`src/rtl/uut_result_packer.sv`:
```
// Measures UUT run time in clock cycles, then streams a framed record
// (header, count, result, XOR checksum) out over a valid/ready byte port.
module uut_result_packer #(
    parameter int OUTPUT_SIZE = 32,
    parameter int CNT_WIDTH   = 32
) (
    input  logic                   clk,
    input  logic                   rst,
    input  logic                   start_meas,
    input  logic                   end_uut,
    input  logic [OUTPUT_SIZE-1:0] output_from_UUT,
    input  logic                   abort,
    output logic [7:0]             byte_out,
    output logic                   byte_valid,
    input  logic                   byte_ready,
    output logic                   busy,
    output logic                   done,
    output logic [CNT_WIDTH-1:0]   cycle_count,
    output logic                   overflow
);

    localparam int CB = CNT_WIDTH / 8;
    localparam int RB = OUTPUT_SIZE / 8;
    localparam int L  = 2 + CB + RB;
    localparam int IW = $clog2(L);
    localparam logic [IW-1:0] LAST = IW'(L - 1);

    typedef enum logic [1:0] {
        S_IDLE,
        S_MEASURE,
        S_SEND,
        S_DONE
    } state_t;

    state_t                 state_q, state_d;
    logic [CNT_WIDTH-1:0]   cnt_q, cnt_d;
    logic                   sat_q, sat_d;
    logic [CNT_WIDTH-1:0]   cc_q, cc_d;
    logic                   ovf_q, ovf_d;
    logic [OUTPUT_SIZE-1:0] res_q, res_d;
    logic [IW-1:0]          idx_q, idx_d;
    logic [7:0]             chk_q, chk_d;

    logic [7:0]             rec_byte;
    logic [CNT_WIDTH-1:0]   cc_sh;
    logic [OUTPUT_SIZE-1:0] res_sh;
    logic                   xfer;
    int                     ii;

    // Record byte selected by index; checksum byte is the running XOR.
    always_comb begin
        rec_byte = 8'h00;
        cc_sh    = '0;
        res_sh   = '0;
        ii       = int'(idx_q);
        if (ii == 0) begin
            rec_byte = 8'hA5;
        end else if (ii <= CB) begin
            cc_sh    = cc_q >> (8 * (CB - ii));
            rec_byte = cc_sh[7:0];
        end else if (ii <= CB + RB) begin
            res_sh   = res_q >> (8 * (CB + RB - ii));
            rec_byte = res_sh[7:0];
        end else begin
            rec_byte = chk_q;
        end
    end

    assign xfer = (state_q == S_SEND) && byte_ready && !abort;

    always_comb begin
        state_d = state_q;
        cnt_d   = cnt_q;
        sat_d   = sat_q;
        cc_d    = cc_q;
        ovf_d   = ovf_q;
        res_d   = res_q;
        idx_d   = idx_q;
        chk_d   = chk_q;
        if (abort) begin
            state_d = S_IDLE;
        end else begin
            unique case (state_q)
                S_IDLE: begin
                    if (start_meas) begin
                        cnt_d   = '0;
                        sat_d   = 1'b0;
                        ovf_d   = 1'b0;
                        state_d = S_MEASURE;
                    end
                end
                S_MEASURE: begin
                    if (end_uut) begin
                        cc_d    = cnt_q;
                        ovf_d   = sat_q;
                        res_d   = output_from_UUT;
                        idx_d   = '0;
                        chk_d   = 8'h00;
                        state_d = S_SEND;
                    end else if (&cnt_q) begin
                        sat_d = 1'b1;
                    end else begin
                        cnt_d = cnt_q + CNT_WIDTH'(1);
                    end
                end
                S_SEND: begin
                    if (xfer) begin
                        chk_d = chk_q ^ rec_byte;
                        if (idx_q == LAST) begin
                            state_d = S_DONE;
                        end else begin
                            idx_d = idx_q + IW'(1);
                        end
                    end
                end
                S_DONE: begin
                    state_d = S_IDLE;
                end
                default: state_d = S_IDLE;
            endcase
        end
    end

    always_ff @(posedge clk) begin
        if (rst) begin
            state_q <= S_IDLE;
            cnt_q   <= '0;
            sat_q   <= 1'b0;
            cc_q    <= '0;
            ovf_q   <= 1'b0;
            res_q   <= '0;
            idx_q   <= '0;
            chk_q   <= 8'h00;
        end else begin
            state_q <= state_d;
            cnt_q   <= cnt_d;
            sat_q   <= sat_d;
            cc_q    <= cc_d;
            ovf_q   <= ovf_d;
            res_q   <= res_d;
            idx_q   <= idx_d;
            chk_q   <= chk_d;
        end
    end

    assign byte_out    = (state_q == S_SEND) ? rec_byte : 8'h00;
    assign byte_valid  = (state_q == S_SEND) && !abort;
    assign done        = (state_q == S_DONE) && !abort;
    assign busy        = (state_q != S_IDLE);
    assign cycle_count = cc_q;
    assign overflow    = ovf_q;

endmodule

```
`config.mk`:
```
export PLATFORM = sky130hd
export DESIGN_NAME = uut_result_packer
export DESIGN_NICKNAME = d
export VERILOG_FILES = /design/src/rtl/uut_result_packer.sv
export SDC_FILE = /design/constraint.sdc
export NUM_CORES = 1
export LEC_CHECK = 0
export BUFFER_PORTS_ARGS = -buffer_cell sky130_fd_sc_hd__buf_2
export CORE_UTILIZATION = 30
export DETAILED_ROUTE_END_ITERATION = 12
export GPL_TIMING_DRIVEN = 0
export HOLD_SLACK_MARGIN = 0.03
export PLACE_DENSITY = 0.45
export RECOVER_POWER = 100
export SLEW_MARGIN = 10
export SYNTH_ARGS = -nofsm -noshare
export SYNTH_HDL_FRONTEND = slang
export SYNTH_SLANG_ARGS = --single-unit
```
`constraint.sdc`:
```
create_clock -name clk -period 4 [get_ports clk]
set_input_delay 0 -clock clk [delete_from_list [all_inputs] [get_ports clk]]
set_output_delay 0 -clock clk [all_outputs]
set_load 0.02 [all_outputs]
```
# --- After elaboration in Yosys (flattened, before gate mapping) ---
# Index checks and enable logic that the tools add are counted.
classes:
  mul: 0
  n_eq_ne: 12
  n_addsub: 4
  n_mux: 26
  order_cmp: 2
  n_shift: 2
  bitwise_logic: 2
  reduce_logical: 19
  div_mod_pow: 0
op_table:
  columns: ["cell", "n"]
  rows:
  - ["two-way mux 32 bit", 3]
  - ["one-hot mux 32 bit (2 select lines)", 1]
  - ["right shift 32 x 32 -> 8 bit", 2]
  - ["two-way mux 8 bit", 6]
  - ["adder 32 x 1 -> 32 bit (second input constant)", 1]
  - ["AND reduction 32 bit", 1]
  - ["one-hot mux 8 bit (2 select lines)", 1]
  - ["AND reduction 5 bit", 3]
  - ["!= test 2 bit (second input constant)", 7]
  - ["two-way mux 4 bit", 3]
  - ["AND reduction 4 bit", 3]
  - ["two-way mux 2 bit", 4]
  - ["one-hot mux 2 bit (4 select lines)", 1]
  - ["one-hot mux 4 bit (2 select lines)", 1]
  - ["XOR 8 bit", 1]
  - ["nonzero test 2 bit", 3]
  - ["subtractor 3 x 4 -> 5 bit (first input constant)", 1]
  - ["subtractor 4 x 4 -> 5 bit (first input constant)", 1]
  - ["adder 4 x 1 -> 4 bit (second input constant)", 1]
  - ["== test 2 bit (second input constant)", 2]
  - ["== test 4 bit (second input constant)", 1]
  - ["<= comparator 4 x 3 -> 1 bit (second input constant)", 1]
  - ["<= comparator 4 bit (second input constant)", 1]
  - ["logical AND 1 bit", 4]
  - ["10 further kinds", 14]
word_totals:
  rom_bits: 0
  ram_bits: 0
  register_bits: 112
  inputBits: 38
  latchBits: 0
  wordCells: 75
  mem_count: 0
  out_inout_bits: 44

# --- Logic depth before layout (Yosys ltp) ---
# Gate-level depths: netlist of the first run.
depth:
  word_depth: 8
  ltp_mapped: 12
  depth_no_buf: 7

# --- Worst setup path before layout of the first run ---
# No wires, ideal clock.
synth_path:
  kind: "reg2reg"
  from: "reg idx_q[0]"
  to: "reg chk_q[2]"
  synth_period_minus_slack_ps: 2894
  path_buffers: 5
  path_stages_with_launch: 12
  arrival_time_ps: 2807
  required_time_ps: 3913
  setup_time_ps: 87
  path_slack_ps: 1106
  path_cell_list: "dfxtp_1 -> buf_2 -> buf_2 -> buf_2 -> inv_1 -> ha_1 -> buf_2 -> buf_2 -> mux2_2 -> a221o_1 -> o31a_1 -> o31ai_1"
synth_via:
  elab_chain_cells: 8
  elab_cells_between_ends: 13
  classes_between: "add/sub (2); order compare (2); shift (2); mux (5); bitwise (1); reduce/logical (1)"
synth_lines:
  columns: ["item", "line", "source"]
  rows:
  - ["from (decl)", "41", "logic [IW-1:0] idx_q, idx_d;"]
  - ["from (signal assigned)", "141", "idx_q <= idx_d;"]
  - ["subtractor 4 x 4 -> 5 bit", "62", "res_sh = res_q >> (8 * (CB + RB - ii));"]
  - ["right shift 32 x 32 -> 8 bit", "62", null]
  - ["two-way mux 8 bit", "61", "end else if (ii <= CB + RB) begin"]
  - ["two-way mux 8 bit", "58", "end else if (ii <= CB) begin"]
  - ["two-way mux 8 bit (*)", "56", "if (ii == 0) begin"]
  - ["XOR 8 bit (*)", "108", "chk_d = chk_q ^ rec_byte;"]
  - ["two-way mux 8 bit (*)", "107", "if (xfer) begin"]
  - ["one-hot mux 8 bit (2 select lines) (*)", "83", "unique case (state_q)"]
  - ["to (signal assigned)", "142", "chk_q <= chk_d;"]
  - ["to (decl)", "42", "logic [7:0] chk_q, chk_d;"]
# Every way passes the cells marked *; elsewhere a longest branch is shown, timed or not. The select of a mux whose other input is x is not followed.
# A chain may end at the register's enable or synchronous reset.

# --- Worst setup path in the final report of the first run ---
layout_path:
  from: "reg idx_q[0]"
  to: "out byte_out[7]"
layout_via:
  elab_chain_cells: 6
  elab_cells_between_ends: 11
  classes_between: "add/sub (2); order compare (2); shift (2); mux (4); reduce/logical (1)"
layout_lines:
  columns: ["item", "line", "source"]
  rows:
  - ["subtractor 4 x 4 -> 5 bit", "62", null]
  - ["right shift 32 x 32 -> 8 bit", "62", null]
  - ["two-way mux 8 bit", "61", null]
  - ["two-way mux 8 bit", "58", null]
  - ["two-way mux 8 bit (*)", "56", null]
  - ["two-way mux 8 bit (*)", "146", "assign byte_out = (state_q == S_SEND) ? rec_byte : 8'h00;"]
  - ["to (decl)", "13", "output logic [7:0] byte_out,"]
# Every way passes the cells marked *; elsewhere a longest branch is shown, timed or not.

==> flow_metrics.tcl, run 1 <==
set metrics [dict create \
    drt_iter0_markers 418 \
    drcViolationCount 0 \
    yosys_warnings 0 \
    finalInstanceArea_mm2 0.007112 \
    ys_async_sr_fraction 0 \
    clockRootBuffer "clkbuf_16" \
    drv_slew 0 \
    grt_usage 0.2110 \
    synth_top_area_frac 0.3860 \
    cts_buffers 9 \
    yosys.area_share.xor_xnor 0.007540 \
    multiInputGateArea_mm2 0.003294 \
    period_share 0.9367 \
    synth_edf_count 0 \
    grt_util_met3 0.02887 \
    post-cts-setup-buffers 0 \
    hpwlAfterDp_um 15560 \
    max_freq_mhz 266.9 \
    synth_nets 777 \
    hp-class "input pin to register" \
    yosysUniqueCellTypes 61 \
    synth_top_family_by_area "simple AND/OR/NAND/NOR gates" \
    cts.sinks 112 \
    start_util 0.3084 \
    synth_top_flop_cell "dfxtp_1" \
    synth_area_leaders "dfxtp_1 (39%), nand2_1 (11%), a21oi_1 (8.4%)" \
    viasPerCell 5.286 \
    rsz0062_at_grt "false" \
    antenna_found_initial 0 \
    grt.overflow.total 0 \
    p_total_mw 2.287 \
    hold-worst-slack_ps 66.20 \
    area_growth_pct 22.45 \
    fin_setup_tns_ps 0 \
    clock_latency_ps 370 \
    violations "capacitance limit" \
    synth.ff_latch_count 112 \
    finClkSkew_ps 14.16 \
    setup_slack_ps 253.2 \
    synth_fa_ha_area_frac 0.01939 \
    synth_cells 730 \
    placed_cell_area_mm2 0.006534 \
    ios 82 \
    setup_viol 0 \
    netlist_top_cells_count "nand2_1 (175), dfxtp_1 (112), a21oi_1 (98)" \
    hold_viol 0 \
    num_rows 50 \
    final_layout_size_suffix_gt1_frac 0.1142 \
    routabilityCongestion 0.8557 \
    cellPowerDensity_mw_per_mm2 321.6 \
    antenna_left 0 \
    seq_area_frac_synth 0.3860 \
    place_ws_ps 434.5 \
    fillers 2014 \
    tightest_slew_ps 1468 \
    first_pass_iters 6 \
    cts.clk_slew.worst_paths_ps 80 \
    instances_no_fill 1118 \
    crit_path_start "idx_q[0]" \
    synth_compound_area_frac 0.1876 \
    met1_usage 0.3092 \
    cts_buffer_depth 2 \
    fin_util 0.3777 \
    top_usage_layer "met2" \
    area.sequential_mm2 0.002242 \
    static-leakage-power_nw 2.398 \
    cts_tree "done" \
    dieArea_mm2 0.01992 \
    post_drt_wl_per_cell_um 18.29 \
    avgSynthCellArea_um2 7.956 \
    io_buffers 80 \
    end_kind "output pin" \
    first_global_vias 5617 \
    maxSlewHeadroom 0.01249 \
    maxCapViolCount 1 \
    grt_pass1_wl_um 32000 \
    yosysMostFrequentCell "nand2_1" \
    routed_wl_um 20450 \
    fin_crit_ps 3747 \
    grt_start_max_net_pins 24 \
    crit-reg2reg-launch "idx_q[0]" \
    status "complete, but fails checks" \
    placed_cells 1070 \
    antenna_cells 0 \
    grt_use_met2 0.3197 \
    synth-simple-area-share 0.2811 \
    synth_area_leader_cell "dfxtp_1" \
    yosys-mux-area-fraction 0.07238 \
    ir_worst_vdd_mv 0.1915 \
    htreeDepth 3 \
    final_nets 900 \
    start_kind "register" \
    arrival_ps 3750 \
    worstSetupPathType "register to output pin" \
    netlist_area_mm2 0.005808 \
    die_h_um 141.1 \
    core_area_mm2 0.01883 \
    num_vias 5910 \
    worstPathMaxFanout 10 \
    holdCritStartpoint "abort" \
    critical_path_required_ps 4000 \
    die_x_um 141.1 \
]
report_power, final:
part | switching (mW) | internal (mW)
Combinational | 0.117 | 0.0742
Clock | 0.513 | 0.457
Sequential | 0.00465 | 1.12
final timing paths:
kind	cells after the start	slack, ps	endpoint
worst max-delay path	12	250	byte_out[7]
worst min-delay path	3	70	state_q[1]
worst min register to register	2	460	res_q[7]
worst max register to register	11	520	chk_q[7]
layout by cell type (no fill, tap or decap), types with 3 or more instances in the layout:
| cell type | instances |
|---|---|
| nand2_1 | 175 |
| dfxtp_1 | 112 |
| a21oi_1 | 98 |
| clkbuf_1 | 73 |
| buf_2 | 49 |
| dlygate4sd3_1 | 32 |
| o21ai_0 | 27 |
| nor2_1 | 26 |
| nand3_1 | 22 |
| or3_1 | 21 |
| nand4_1 | 18 |
| mux2i_1 | 14 |
| and4_1 | 11 |
| nor3_1 | 10 |
| o31ai_1 | 10 |
| mux2_2 | 10 |
| inv_1 | 9 |
| ha_1 | 9 |
| clkbuf_16 | 9 |
| and3_1 | 7 |
| nor2b_1 | 7 |
| or4_1 | 6 |
| nand2b_1 | 6 |
| mux4_2 | 6 |
| and2_1 | 5 |
| a311o_1 | 5 |
| a221oi_1 | 4 |
| o2bb2ai_1 | 4 |
| a2111oi_0 | 4 |
| xor2_1 | 3 |
| and2_0 | 3 |
| o211ai_1 | 3 |
final cells by class:
cell class | count | share of cell area
clock inverter | 7 | 0.01249
sequential | 112 | 0.3153
buffer | 50 | 0.03167
timing repair buffer | 112 | 0.09465
inverter | 10 | 0.005278
clock buffer | 9 | 0.03167
tap | 260 | 0.04574
multi-input combinational | 558 | 0.4632
kinds of logic (layout without fill, tap and decap cells):
logic type / count (synthesis) / count (layout)
adder cells (fa/ha/maj): 9 / 9
AO/OA/AOI/OAI: 180 / 180
XOR/XNOR: 5 / 5
buffers and inverters: 60 / 188
AND/OR/NAND/NOR: 331 / 331
flip-flops: 112 / 112
multiplexers: 33 / 33
worst max-delay path: stages, from the launching register on:
cell and delay, ps:
dfxtp_1 370, buf_2 250, buf_2 330, buf_2 310, inv_1 140, ha_1 290, buf_2 210, clkbuf_4 320
mux2_1 420, a221o_1 370, nor2_1 140, nor2_1 50, buf_2 160
flip-flops by register name, summed over array words and instances, names as in the netlist:
name / flops
chk_q: 8
res_q: 32
idx_q: 4
cnt_q: 32
state_q: 2
overflow: 1
cycle_count: 32
sat_q: 1
per-layer routing:
layer  share of wire  up-vias
met5               0        -
met4           0.016        0
met3           0.049       19
met2            0.43      170
met1            0.50     2864
li1                -     2857
timing repair:
item	in CTS	in global routing
endpoints found under the setup margin	0	6
endpoints found under the hold margin	32	0
hold buffers	32	0
gates resized for setup	0	3
Power figures use the tool's default switching activity.
==> run 2, diff against run 1 <==
- CTS_BUF_LIST: unset -> sky130_fd_sc_hd__clkbuf_8
==> flow_metrics.tcl, run 2 (synthesis gave the netlist of run 1 again) <==
set metrics [dict create \
    post-cts-setup-buffers 0 \
    mostFrequentLayoutCells "nand2_1 (175), dfxtp_1 (112), a21oi_1 (98), clkbuf_1 (73), buf_2 (48)" \
    period_share 0.9339 \
    grt_use_met2 0.3168 \
    area_growth_pct 21.09 \
    setup_viol 0 \
    antenna_cells 0 \
    cts.sinks 112 \
    final_layout_size_suffix_gt1_frac 0.1140 \
    num_rows 50 \
    routabilityCongestion 0.8557 \
    rsz0062_at_grt "false" \
    dieArea_mm2 0.01992 \
    cellPowerDensity_mw_per_mm2 293.8 \
    maxSlewHeadroom 0.006251 \
    critical_path_required_ps 4000 \
    end_kind "output pin" \
    grt_start_max_net_pins 24 \
    top_usage_layer "met2" \
    cp_slowest_cell "mux2_1" \
    first_pass_iters 5 \
    routed_wl_um 20460 \
    fin_setup_tns_ps 0 \
    worstSetupPathType "register to output pin" \
    static-leakage-power_nw 2.360 \
    hpwlAfterDp_um 15560 \
    drv_slew 0 \
    fin_crit_ps 3736 \
    drcViolationCount 0 \
    cts_buffer_depth 2 \
    max_stage_delay_ps 430 \
    finClkSkew_ps 19.21 \
    grt_usage 0.2111 \
    met1_usage 0.3090 \
    fillers 2027 \
    drt_iter0_markers 414 \
    hold_viol 0 \
    antenna_left 0 \
    layout_commonest_cell "nand2_1" \
    post_drt_wl_per_cell_um 18.27 \
    num_vias 5908 \
    tightest_slew_ps 1477 \
    core_area_mm2 0.01883 \
    antenna_found_initial 0 \
    grt_pass1_wl_um 31950 \
    grt_util_met3 0.03838 \
    setup_slack_ps 264.2 \
    start_kind "register" \
    grt.overflow.total 0 \
    viasPerCell 5.275 \
    ios 82 \
    first_global_vias 5627 \
    place_ws_ps 434.5 \
    worstPathMaxFanout 10 \
    die_h_um 141.1 \
    htreeDepth 3 \
    hp-class "input pin to register" \
    cts_buffers 9 \
    io_buffers 80 \
    cp_cell_sequence "buf_2 > clkbuf_4 > buf_2 > inv_1 > ha_1 > buf_2 > clkbuf_4 > mux2_1 > a221o_1 > nor2_1 > nor2_1 > buf_2" \
    clock_latency_ps 410 \
    final_nets 902 \
    clockRootBuffer "clkbuf_8" \
    maxCapViolCount 1 \
    ir_worst_vdd_mv 0.1350 \
    arrival_ps 3740 \
    max_freq_mhz 267.7 \
    cts.clk_slew.worst_paths_ps 120 \
    status "complete, but fails checks" \
    crit_top_cell "buf_2" \
    cts_tree "done" \
    start_util 0.3084 \
    die_x_um 141.1 \
    violations "capacitance limit" \
]
run 2: per-layer routing:
layer | wire (um) | vias up
li1 | - | 2864
met1 | 10260 | 2862
met2 | 8896 | 166
met3 | 1014 | 16
met4 | 289 | 0
met5 | 0 | -
run 2: path summary, 6_finish.rpt:
path / start / to / slack, ps / cells past startpoint
setup / recovery: idx_q[0] / byte_out[7] / 260 / 12
hold / removal: start_meas / state_q[0] / 110 / 4
setup reg to reg: idx_q[0] / chk_q[7] / 570 / 11
hold reg to reg: res_q[7] / res_q[7] / 460 / 2
run 2: final cells by class:
| class | instances | area (um^2) | share of cell area |
|---|---|---|---|
| Multi-Input combinational cell | 558 | 3294 | 0.4684 |
| Sequential cell | 112 | 2242 | 0.3188 |
| Timing Repair Buffer | 114 | 693.2 | 0.09856 |
| Tap cell | 260 | 325.3 | 0.04626 |
| Buffer | 50 | 227.7 | 0.03238 |
| Clock buffer | 9 | 123.9 | 0.01761 |
| Clock inverter | 7 | 88.84 | 0.01263 |
| Inverter | 10 | 37.54 | 0.005337 |
run 2: worst max-delay path, delay by kind of cell (launching register included):
kind / cells / cell delay, ps
adders and majority gates: 1 / 290
buffers and inverters: 7 / 1660
muxes: 1 / 430
DFF: 1 / 390
and+or+nand+nor: 2 / 200
AOI/OAI and AO/OA: 1 / 370
run 2: through the flow:
| stage | hold WS, ps | instance area, um^2 | instances | total power, mW | util |
|---|---|---|---|---|---|
| floorplan | 136.0 | 5808 | 730 | 1.253 | - |
| global placement | 242.1 | 6534 | 1070 | 1.315 | 0.3470 |
| detailed placement | 248.1 | 6534 | 1070 | 1.317 | 0.3470 |
| CTS | 88.77 | 7087 | 1120 | 2.085 | 0.3763 |
| global route | 129.0 | 7033 | 1120 | 2.149 | 0.3735 |
| finish | 108.9 | 7033 | 1120 | 2.067 | 0.3735 |
run 2: timing repair:
action / 4_1_cts / 5_1_grt
endpoints found under the hold margin: 34 / 0
resized for setup: 0 / 4
endpoints found under the setup margin: 0 / 6
hold buffers: 34 / 0
run 2: report_power, final:
part / internal, mW / leakage [nW] / switching, mW
registers: 1.12 / 0.903 / 0.00465
logic: 0.0758 / 1.35 / 0.117
clock network: 0.260 / 0.107 / 0.488
total: 1.46 / 2.36 / 0.609
==> run 3, diff against run 2 <==
- REMOVE_ABC_BUFFERS: unset -> 1
==> flow_metrics.tcl, run 3 (synthesis gave the netlist of run 1 again) <==
set metrics [dict create \
    cts.clk_slew.worst_paths_ps 120 \
    ir_worst_vdd_mv 0.1511 \
    rsz0062_at_grt "false" \
    first_global_vias 5377 \
    critical_path_required_ps 4250 \
    static-leakage-power_nw 2.286 \
    setup_slack_ps 479.2 \
    grt_usage 0.1842 \
    num_vias 5619 \
    die_h_um 141.1 \
    worstSetupPathType "register to register" \
    max_freq_mhz 284.0 \
    final_nets 859 \
    arrival_ps 3770 \
    dieArea_mm2 0.01992 \
    cts_tree "done" \
    antenna_cells 0 \
    grt.overflow.total 0 \
    grt_pass1_wl_um 28550 \
    hold_viol 0 \
    maxSlewHeadroom -0.2171 \
    antenna_left 0 \
    hpwlAfterDp_um 12660 \
    io_buffers 81 \
    violations "capacitance limit, slew limit" \
    period_share 0.8802 \
    routed_wl_um 18030 \
    drv_slew 45 \
    maxCapViolCount 3 \
    max_stage_delay_ps 1400 \
    post-cts-setup-buffers 0 \
    cts_buffers 9 \
    area_growth_pct 18.96 \
    start_kind "register" \
    cp_cell_sequence "inv_1 > ha_1 > mux2i_1 > o31ai_1 > clkbuf_1 > a21oi_1" \
    drt_iter0_markers 293 \
    post_drt_wl_per_cell_um 16.74 \
    cts.sinks 112 \
    fin_crit_ps 3521 \
    finClkSkew_ps 17.49 \
    hp-class "input pin to register" \
    ios 82 \
    cp_slowest_cell "o31ai_1" \
    routabilityCongestion 0.8240 \
    setup_viol 0 \
    status "complete, but fails checks" \
    viasPerCell 5.217 \
    num_rows 50 \
    antenna_found_initial 0 \
    first_pass_iters 5 \
    die_x_um 141.1 \
    cts_buffer_depth 2 \
    tightest_slew_ps 1809 \
    cellPowerDensity_mw_per_mm2 301.3 \
    drcViolationCount 0 \
    clockRootBuffer "clkbuf_8" \
    start_util 0.3084 \
    worstPathMaxFanout 18 \
    grt_start_max_net_pins 74 \
    core_area_mm2 0.01883 \
    clock_latency_ps 410 \
    end_kind "register" \
    final_layout_size_suffix_gt1_frac 0.1040 \
    layout_commonest_cell "nand2_1" \
    placed_cell_area_mm2 0.006481 \
    mostFrequentLayoutCells "nand2_1 (175), dfxtp_1 (111), a21oi_1 (98), clkbuf_1 (43), buf_2 (38)" \
    htreeDepth 3 \
    finalInstanceArea_mm2 0.006909 \
    place_ws_ps 464.4 \
]
run 3: power breakdown:
group	internal (mW)	total [mW]	switching, mW
Combinational	0.0751	0.177	0.102
Sequential	1.12	1.13	0.0115
Clock	0.354	0.772	0.417
Total	1.55	2.08	0.531
run 3: through the flow:
step	setup TNS [ps]	total power [mW]	utilization	hold slack, ps	cells
2_1_floorplan	0	1.236	-	69.07	680
3_3_place_gp	-74090	1.301	0.3351	243.0	1021
3_5_place_dp	0	1.319	0.3442	251.0	1027
4_1_cts	0	2.132	0.3739	71.17	1077
5_1_grt	0	2.180	0.3669	132.5	1077
6_report	0	2.082	0.3669	99.28	1077
run 3: path summary, 6_finish.rpt:
path,start,endpoint,slack [ps],cells past startpoint
setup / recovery,state_q[1],cnt_q[18],480,6
hold / removal,byte_ready,idx_q[1],100,5
hold reg to reg,res_q[24],res_q[24],460,2
setup reg to reg,state_q[1],cnt_q[18],480,6
run 3: area by class of cell:
| cell class | count | area, um^2 |
|---|---|---|
| fill | 1993 | 11920 |
| multi-input combinational | 558 | 3287 |
| sequential | 112 | 2246 |
| timing repair buffer | 121 | 794.5 |
| tap | 260 | 325.3 |
| clock buffer | 9 | 123.9 |
| clock inverter | 7 | 95.09 |
| inverter | 10 | 37.54 |
run 3: timing repair:
item,4_1_cts,5_1_grt
hold endpoints to repair,35,0
gates resized for setup,0,1
endpoints found under the setup margin,0,1
hold buffers,34,0
run 3: critical path: cells and delay by family, from the launching register on:
| kind | cells | cell delay [ps] |
|---|---|---|
| adders and majority gates | 1 | 480 |
| buffers and inverters | 2 | 850 |
| muxes | 1 | 180 |
| DFF | 1 | 360 |
| AOI/OAI and AO/OA | 2 | 1480 |
run 3: per-layer routing:
metal / wire (um) / share of wire / vias to the layer above / GRT usage
met1: 8303 / 0.46 / 2678 / 0.2364
met5: 0 / 0 / - / 0
met4: 322 / 0.018 / 0 / 0.05492
li1: - / - / 2772 / -
met3: 828 / 0.046 / 29 / 0.03872
met2: 8577 / 0.48 / 140 / 0.3090
